--- src/rtl/dma_sched_pkg.sv ---
// dma_sched_pkg: shared types and constants for the DMA channel scheduler.
//   dma_sched_state_t   - scheduler FSM state encoding
//   DMA_SCHED_MAX_BURST - default maximum beats per engine burst
//   DMA_SCHED_BEATS_W   - width of a burst-length field for the default burst size
//   dma_sched_beats_w() - same width for an arbitrary burst size
package dma_sched_pkg;

    typedef enum logic [1:0] {
        StIdle  = 2'd0,
        StIssue = 2'd1,
        StWait  = 2'd2,
        StDone  = 2'd3
    } dma_sched_state_t;

    localparam int unsigned DMA_SCHED_MAX_BURST = 16;
    localparam int unsigned DMA_SCHED_BEATS_W   = $clog2(DMA_SCHED_MAX_BURST) + 1;

    // Enough bits to hold the value max_burst itself (1..max_burst).
    function automatic int unsigned dma_sched_beats_w(input int unsigned max_burst);
        return $clog2(max_burst) + 1;
    endfunction

endpackage

--- src/rtl/dma_channel_scheduler_if.sv ---
// dma_channel_scheduler_if: burst command / completion bundle between the scheduler and
// the DMA engine datapath.
//   eng_valid, eng_src, eng_dst, eng_beats : command, scheduler -> engine
//   eng_ready                              : command accept, engine -> scheduler
//   eng_done                               : burst-complete pulse, engine -> scheduler
//   eng_err                                : burst error, qualified by eng_done
//                                            (only when DMA_SCHED_ERR_EN is defined)
// Modports: master (scheduler side), slave (engine side).
interface dma_channel_scheduler_if
    import dma_sched_pkg::*;
#(
    parameter int unsigned ADDR_W  = 32,
    parameter int unsigned BEATS_W = DMA_SCHED_BEATS_W
);
    logic               eng_valid;
    logic               eng_ready;
    logic [ADDR_W-1:0]  eng_src;
    logic [ADDR_W-1:0]  eng_dst;
    logic [BEATS_W-1:0] eng_beats;
    logic               eng_done;
`ifdef DMA_SCHED_ERR_EN
    logic               eng_err;

    modport master (
        output eng_valid, eng_src, eng_dst, eng_beats,
        input  eng_ready, eng_done, eng_err
    );
    modport slave (
        input  eng_valid, eng_src, eng_dst, eng_beats,
        output eng_ready, eng_done, eng_err
    );
`else
    modport master (
        output eng_valid, eng_src, eng_dst, eng_beats,
        input  eng_ready, eng_done
    );
    modport slave (
        input  eng_valid, eng_src, eng_dst, eng_beats,
        output eng_ready, eng_done
    );
`endif
endinterface

--- src/rtl/dma_rr_arbiter.sv ---
// dma_rr_arbiter: combinational round-robin pick among NUM_CH requesters.
//   req    in  NUM_CH : request vector
//   rr_ptr in  PTR_W  : highest-priority channel this round
//   gnt    out NUM_CH : one-hot grant (all zero when no request)
//   idx    out PTR_W  : binary index of the granted channel
//   valid  out 1      : at least one request present
module dma_rr_arbiter #(
    parameter int unsigned NUM_CH = 4,
    parameter int unsigned PTR_W  = $clog2(NUM_CH)
) (
    input  logic [NUM_CH-1:0] req,
    input  logic [PTR_W-1:0]  rr_ptr,
    output logic [NUM_CH-1:0] gnt,
    output logic [PTR_W-1:0]  idx,
    output logic              valid
);

    always_comb begin : p_arb
        logic [PTR_W-1:0] c;
        c     = '0;
        gnt   = '0;
        idx   = '0;
        valid = 1'b0;
        // Walk channels starting at rr_ptr, wrapping; first requester wins.
        for (int unsigned i = 0; i < NUM_CH; i++) begin
            c = PTR_W'((32'(rr_ptr) + i) % NUM_CH);
            if (!valid && req[c]) begin
                valid  = 1'b1;
                gnt[c] = 1'b1;
                idx    = c;
            end
        end
    end

endmodule

--- src/rtl/dma_channel_scheduler.sv ---
// dma_channel_scheduler: shares one DMA engine among NUM_CH channels. Grants requests
// round-robin, latches the winner's descriptor and splits the transfer into bursts of at
// most MAX_BURST beats, each issued over a valid/ready handshake and retired by eng_done.
//   clock, reset          : single clock, synchronous active-high reset
//   ch_req                : per-channel level request
//   ch_src, ch_dst, ch_len: packed per-channel descriptors (slice i = channel i)
//   ch_ack, ch_done       : per-channel one-cycle pulses (accepted / complete)
//   ch_err                : per-channel abort pulse alongside ch_done (DMA_SCHED_ERR_EN)
//   busy                  : scheduler not idle
//   eng                   : engine command/completion interface (master side)
// Optional feature macro: DMA_SCHED_ERR_EN (engine error aborts the transfer).
module dma_channel_scheduler
    import dma_sched_pkg::*;
#(
    parameter int unsigned NUM_CH    = 4,
    parameter int unsigned ADDR_W    = 32,
    parameter int unsigned LEN_W     = 16,
    parameter int unsigned MAX_BURST = DMA_SCHED_MAX_BURST
) (
    input  logic                     clock,
    input  logic                     reset,
    input  logic [NUM_CH-1:0]        ch_req,
    input  logic [NUM_CH*ADDR_W-1:0] ch_src,
    input  logic [NUM_CH*ADDR_W-1:0] ch_dst,
    input  logic [NUM_CH*LEN_W-1:0]  ch_len,
    output logic [NUM_CH-1:0]        ch_ack,
    output logic [NUM_CH-1:0]        ch_done,
`ifdef DMA_SCHED_ERR_EN
    output logic [NUM_CH-1:0]        ch_err,
`endif
    output logic                     busy,
    dma_channel_scheduler_if.master  eng
);

    localparam int unsigned PTR_W   = $clog2(NUM_CH);
    localparam int unsigned BEATS_W = dma_sched_beats_w(MAX_BURST);

    dma_sched_state_t    state_q, state_d;
    logic [PTR_W-1:0]    rr_ptr_q, gidx_q;
    logic [NUM_CH-1:0]   gnt_q, ack_q;
    logic [ADDR_W-1:0]   cur_src_q, cur_dst_q;
    logic [LEN_W-1:0]    rem_q;

    logic [NUM_CH-1:0]   arb_gnt;
    logic [PTR_W-1:0]    arb_idx;
    logic                arb_valid;
    logic [ADDR_W-1:0]   sel_src, sel_dst;
    logic [LEN_W-1:0]    sel_len;
    logic [BEATS_W-1:0]  burst_beats;
    logic                abort;

    dma_rr_arbiter #(
        .NUM_CH (NUM_CH),
        .PTR_W  (PTR_W)
    ) u_arb (
        .req    (ch_req),
        .rr_ptr (rr_ptr_q),
        .gnt    (arb_gnt),
        .idx    (arb_idx),
        .valid  (arb_valid)
    );

    always_comb begin
        sel_src = '0;
        sel_dst = '0;
        sel_len = '0;
        for (int i = 0; i < NUM_CH; i++) begin
            if (arb_gnt[i]) begin
                sel_src = ch_src[i*ADDR_W +: ADDR_W];
                sel_dst = ch_dst[i*ADDR_W +: ADDR_W];
                sel_len = ch_len[i*LEN_W +: LEN_W];
            end
        end
    end

    // Burst size is derived from rem_q, which only changes on eng_done, so the command
    // is stable across ISSUE and the same value is retired in WAIT.
    always_comb begin
        if (rem_q >= LEN_W'(MAX_BURST)) begin
            burst_beats = BEATS_W'(MAX_BURST);
        end else begin
            burst_beats = BEATS_W'(rem_q);
        end
    end

`ifdef DMA_SCHED_ERR_EN
    assign abort = eng.eng_err;
`else
    assign abort = 1'b0;
`endif

    // State register.
    always_ff @(posedge clock) begin
        if (reset) begin
            state_q <= StIdle;
        end else begin
            state_q <= state_d;
        end
    end

    // Next-state logic.
    always_comb begin
        state_d = state_q;
        unique case (state_q)
            StIdle: begin
                if (arb_valid) begin
                    state_d = (sel_len == '0) ? StDone : StIssue;
                end
            end
            StIssue: begin
                if (eng.eng_ready) begin
                    state_d = StWait;
                end
            end
            StWait: begin
                if (eng.eng_done) begin
                    state_d = (abort || rem_q == LEN_W'(burst_beats)) ? StDone : StIssue;
                end
            end
            StDone:  state_d = StIdle;
            default: state_d = StIdle;
        endcase
    end

    // Descriptor, grant and round-robin registers.
`ifdef DMA_SCHED_ERR_EN
    logic err_q;
`endif
    always_ff @(posedge clock) begin
        if (reset) begin
            rr_ptr_q  <= '0;
            gidx_q    <= '0;
            gnt_q     <= '0;
            ack_q     <= '0;
            cur_src_q <= '0;
            cur_dst_q <= '0;
            rem_q     <= '0;
`ifdef DMA_SCHED_ERR_EN
            err_q     <= 1'b0;
`endif
        end else begin
            ack_q <= '0;
            unique case (state_q)
                StIdle: begin
                    if (arb_valid) begin
                        ack_q     <= arb_gnt;
                        gnt_q     <= arb_gnt;
                        gidx_q    <= arb_idx;
                        cur_src_q <= sel_src;
                        cur_dst_q <= sel_dst;
                        rem_q     <= sel_len;
`ifdef DMA_SCHED_ERR_EN
                        err_q     <= 1'b0;
`endif
                    end
                end
                StWait: begin
                    if (eng.eng_done) begin
                        rem_q     <= rem_q - LEN_W'(burst_beats);
                        cur_src_q <= cur_src_q + ADDR_W'(burst_beats);
                        cur_dst_q <= cur_dst_q + ADDR_W'(burst_beats);
`ifdef DMA_SCHED_ERR_EN
                        if (abort) begin
                            err_q <= 1'b1;
                        end
`endif
                    end
                end
                StDone: begin
                    rr_ptr_q <= (gidx_q == PTR_W'(NUM_CH - 1)) ? '0 : gidx_q + 1'b1;
                end
                default: ;
            endcase
        end
    end

    // Outputs: decoded from state and registers only.
    always_comb begin
        eng.eng_valid = (state_q == StIssue);
        eng.eng_src   = (state_q == StIssue) ? cur_src_q : '0;
        eng.eng_dst   = (state_q == StIssue) ? cur_dst_q : '0;
        eng.eng_beats = (state_q == StIssue) ? burst_beats : '0;
        ch_ack        = ack_q;
        ch_done       = (state_q == StDone) ? gnt_q : '0;
        busy          = (state_q != StIdle);
`ifdef DMA_SCHED_ERR_EN
        ch_err        = (state_q == StDone && err_q) ? gnt_q : '0;
`endif
    end

endmodule

--- src/flat_wrapper.sv ---
// flat-port wrapper written by rule: the top's interface ports become plain ports
module dma_channel_scheduler_flat import dma_sched_pkg::*;
#(
    parameter int unsigned NUM_CH    = 4,
    parameter int unsigned ADDR_W    = 32,
    parameter int unsigned LEN_W     = 16,
    parameter int unsigned MAX_BURST = DMA_SCHED_MAX_BURST
)
  (clock, reset, ch_req, ch_src, ch_dst, ch_len, ch_ack, ch_done, busy, eng_eng_valid, eng_eng_src, eng_eng_dst, eng_eng_beats, eng_eng_ready, eng_eng_done);
  dma_channel_scheduler_if #(.ADDR_W(ADDR_W), .BEATS_W((5))) eng_i ();
  input  logic clock;
  input  logic reset;
  input  logic [NUM_CH-1:0] ch_req;
  input  logic [NUM_CH*ADDR_W-1:0] ch_src;
  input  logic [NUM_CH*ADDR_W-1:0] ch_dst;
  input  logic [NUM_CH*LEN_W-1:0] ch_len;
  output logic [NUM_CH-1:0] ch_ack;
  output logic [NUM_CH-1:0] ch_done;
  output logic busy;
  output wire logic [$bits(eng_i.eng_valid)-1:0] eng_eng_valid;
  output wire logic [$bits(eng_i.eng_src)-1:0] eng_eng_src;
  output wire logic [$bits(eng_i.eng_dst)-1:0] eng_eng_dst;
  output wire logic [$bits(eng_i.eng_beats)-1:0] eng_eng_beats;
  input wire logic [$bits(eng_i.eng_ready)-1:0] eng_eng_ready;
  input wire logic [$bits(eng_i.eng_done)-1:0] eng_eng_done;
  assign eng_eng_valid = eng_i.eng_valid;
  assign eng_eng_src = eng_i.eng_src;
  assign eng_eng_dst = eng_i.eng_dst;
  assign eng_eng_beats = eng_i.eng_beats;
  assign eng_i.eng_ready = eng_eng_ready;
  assign eng_i.eng_done = eng_eng_done;
  dma_channel_scheduler #(.NUM_CH(NUM_CH), .ADDR_W(ADDR_W), .LEN_W(LEN_W), .MAX_BURST(MAX_BURST)) u_core (.clock(clock), .reset(reset), .ch_req(ch_req), .ch_src(ch_src), .ch_dst(ch_dst), .ch_len(ch_len), .ch_ack(ch_ack), .ch_done(ch_done), .busy(busy), .eng(eng_i));
endmodule
--- config.mk ---
export PLATFORM = sky130hd
export DESIGN_NAME = dma_channel_scheduler_flat
export DESIGN_NICKNAME = d
export VERILOG_FILES = /design/src/rtl/dma_sched_pkg.sv /design/src/rtl/dma_channel_scheduler_if.sv /design/src/rtl/dma_rr_arbiter.sv /design/src/rtl/dma_channel_scheduler.sv /design/src/flat_wrapper.sv
export SDC_FILE = /design/constraint.sdc
export NUM_CORES = 1
export LEC_CHECK = 0
export BUFFER_PORTS_ARGS = -buffer_cell sky130_fd_sc_hd__clkbuf_2
export CORE_AREA = 2 2 158 160
export DETAILED_ROUTE_END_ITERATION = 16
export DIE_AREA = 0 0 160 162
export PLACE_DENSITY = 0.63
export SLEW_MARGIN = 20
export SYNTH_ARGS = -nofsm -noshare
export SYNTH_HDL_FRONTEND = slang
export SYNTH_SLANG_ARGS = --single-unit
--- constraint.sdc ---
create_clock -name clock -period 4.8 [get_ports clock]
set_input_delay 0.96 -clock clock [delete_from_list [all_inputs] [get_ports clock]]
set_output_delay 0.96 -clock clock [all_outputs]
set_load 0.005 [all_outputs]
==> impl_metrics.yaml <==
global_routing:
  met3_usage_pct: 3.29
  grt_pass1_vias: 10200
  grt.total_usage_pct: 26.9
  grt_pass1_wl_um: 55800
  grt_max_degree: 95
  antenna_found_initial: 0
  overflow: 0
  use_met1_pct: 36.2
  grt_use_met2_pct: 45.0
  grt-busiest-layer: "met2"
synth:
  yosys_warnings: 0
  ys_types: 71
  synth_top_cell_area_share_pct: 22.1
  synth-seq-cells: 94
  yosysTopAreaCell: "dfxtp_1"
  ys_seq_area_share_pct: 22.1
  synthesis.area_um2: 8530
  async_flop_share_pct: 0
  synth_top_family_by_area: "compound AO/OA/AOI/OAI gates"
  synth-simple-area-share_pct: 26.7
  synth_compound_area_share_pct: 38.2
  synth_xor_xnor_area_share_pct: 0.616
  syn_area_per_cell_um2: 6.92
  synthTopCellsByArea: "dfxtp_1 22%, o21ai_0 10%, a21oi_1 6.0%"
  synthAdderAreaFrac_pct: 3.26
  netlist_instances: 1233
  synth.area.mux_share_pct: 2.05
  synth_edf_count: 0
  synth_nets: 1582
  synthFlopType: "dfxtp_1"
placed_design:
  hpwl_um: 27900
  port_buffers: 406
  place_inst: 1888
  gp_congestion: 0.923
layout:
  synthToLayoutAreaGrowth_pct: 31.1
  multiInputGateArea_um2: 6110
  layout_common_cells: "405 x clkbuf_2, 172 x o21ai_0, 130 x nand2_1"
  fin_cells: 1904
  antenna_cells: 0
  layout_commonest_cell: "clkbuf_2"
  regArea_um2: 1880
  fill_cells: 2564
  layout.nets: 1924
  drive_above_1_share_pct: 31.5
hold_path:
  hp-start: "u_core.gnt_q[2]"
  worstHoldPathCells: 2
  min_path_type: "flip-flop to flip-flop"
critical_path:
  arrival_ps: 4690
  path_depth: 17
  r2r_cells: 17
  cp_cell_sequence: "or4_1 > nor3_2 > and4bb_2 > nor2b_1 > and2_1 > ha_1 > inv_1 > fa_1 > nor2b_1 > o21ai_0 > nand2b_1 > a21oi_1 > nor3_1 > and3_1 > nand2_1 > or4_1 > a31oi_1"
  cp-startpoint: "u_core.rem_q[8]"
  cpMaxStageDelayCell: "or4_1"
  r2r_start: "u_core.rem_q[8]"
  start_kind: "flip-flop"
  cp-end-kind: "flip-flop"
  cp_max_fo: 11
  cp_top_family: "simple AND/OR/NAND/NOR gates"
  crit_path_max_incr_delay_ps: 590
  worst-endpoint-required_ps: 5080
  crit_buf_inv: 1
  critPathKind: "flip-flop to flip-flop"
drt:
  routed_wl_um: 36300
  vias: 10900
  drc: 0
  ant_nets: 0
  avgViaCountPerCell: 5.73
  routed_wire_length_per_instance_um: 19.1
  dr.pass1.iters: 6
  drt_iter0_markers: 805
timing:
  fin_skew_ps: 6.15
  fin_hold_ws_ps: 454
  fin_crit_ps: 4410
  setup_viol: 0
  max_freq_ghz: 0.227
  rsz0062_at_grt: "yes"
  tightest_slew_ps: 1070
  maxSlewHeadroom_pct: 28.5
  finalMaxSlewViolations: 0
  fin_crit_sh_pct: 92.0
  hold_viol: 0
die:
  die_x_um: 160
  num_io_pins: 407
  fp.dieH_um: 162
  die_area_um2: 25900
  rows: 57
  start_util_pct: 35.4
  design.core.area_um2: 24100
clock_tree:
  clk_latency_ps: 360
  cts_root_buffer: "clkbuf_16"
  holdBufCountCts: 0
  postCtsSetupRepairBufs: 0
  tritoncts: "built"
  clock_sinks: 94
  cts_buffers: 9
  cts_repair_resize_count: 0
  htree_levels: 3
  cts_buffer_depth: 2
  clk_pin_slew_worst_paths_ps: 70
power_and_ir_drop:
  irDropWorstVdd_uv: 206
  leakagePower_nw: 4.86
  power.density_nw_per_um2: 339
status:
  outcome: "finished, final reports clean"
job:
  drv_cap: 0
-- path summary, 6_finish.rpt --
check	end	slack [ps]
min reg2reg	u_core.gnt_q[2]	450
max	u_core.cur_src_q[30]	390
max reg2reg	u_core.cur_src_q[30]	390
min	u_core.gnt_q[2]	450
-- layer usage --
layer | vias to the layer above | wire, µm | share of wire (%)
li1 | 5300 | - | -
met1 | 5063 | 16200 | 45
met2 | 499 | 16800 | 46
met3 | 43 | 2450 | 6.8
met4 | 0 | 933 | 2.6
met5 | - | 0 | 0
-- metrics by stage --
step	cell area [µm²]	power, mW	utilization [%]	TNS (ps)	worst slack (ps)
floorplan	8530	2.23	-	0	405
global placement	10800	2.90	44.9	0	457
detailed placement	10800	2.92	44.9	0	337
CTS	11200	3.79	46.3	0	288
global route	11200	4.07	46.4	-20.2	-20.2
finish	11200	3.79	46.4	0	386
-- power by group --
group          internal (mW)  leakage [nW]  switching (mW)
Sequential             0.936         0.776           0.179
Combinational          0.725          3.92            1.09
Clock                  0.513         0.166           0.353
Total                   2.17          4.86            1.62
-- layout make-up --
type,count,share of cell area (%)
Timing Repair Buffer,445,21.0
Tap cell,324,3.63
Multi-Input combinational cell,1004,54.7
Clock inverter,7,1.07
Inverter,21,0.705
Clock buffer,9,2.01
Sequential cell,94,16.8
-- sequential cells by signal, indices dropped and copies added, names as in the netlist --
register	cells
u_core.gidx_q	2
u_core.state_q	2
u_core.cur_dst_q	32
u_core.gnt_q	4
u_core.rem_q	16
u_core.ch_ack	4
u_core.cur_src_q	32
u_core.rr_ptr_q	2
-- tightest hold or removal path: cells and delay by family (launching register included) --
family	cells	cell delay (ps)
simple gates	1	50
flops	1	310
compound gates	1	50
-- synthesized netlist by cell type, types with 8 or more instances --
cell / n
a2111oi_0: 17
a211oi_1: 16
a21oi_1: 103
a221o_1: 33
a221oi_1: 49
a22oi_1: 16
a2bb2oi_1: 14
a31oi_1: 22
and2_1: 73
and3_1: 20
buf_2: 8
buf_6: 8
clkbuf_1: 91
dfxtp_1: 94
ha_1: 19
inv_1: 21
nand2_1: 131
nand3_1: 29
nand4_1: 11
nor2_1: 112
nor2b_1: 9
nor3_1: 41
nor4_1: 10
o21ai_0: 172
-- cells by family (layout without fill, tap and decap cells) --
| group | Yosys count | after routing |
|---|---|---|
| AO/OA/AOI/OAI | 494 | 494 |
| XOR/XNOR | 6 | 6 |
| adder cells (fa/ha/maj) | 21 | 21 |
| buffers and inverters | 135 | 482 |
| flip-flops | 94 | 94 |
| multiplexers | 12 | 12 |
| other | 1 | 1 |
| AND/OR/NAND/NOR | 470 | 470 |
Note: power is estimated with default switching activity, not from simulation.
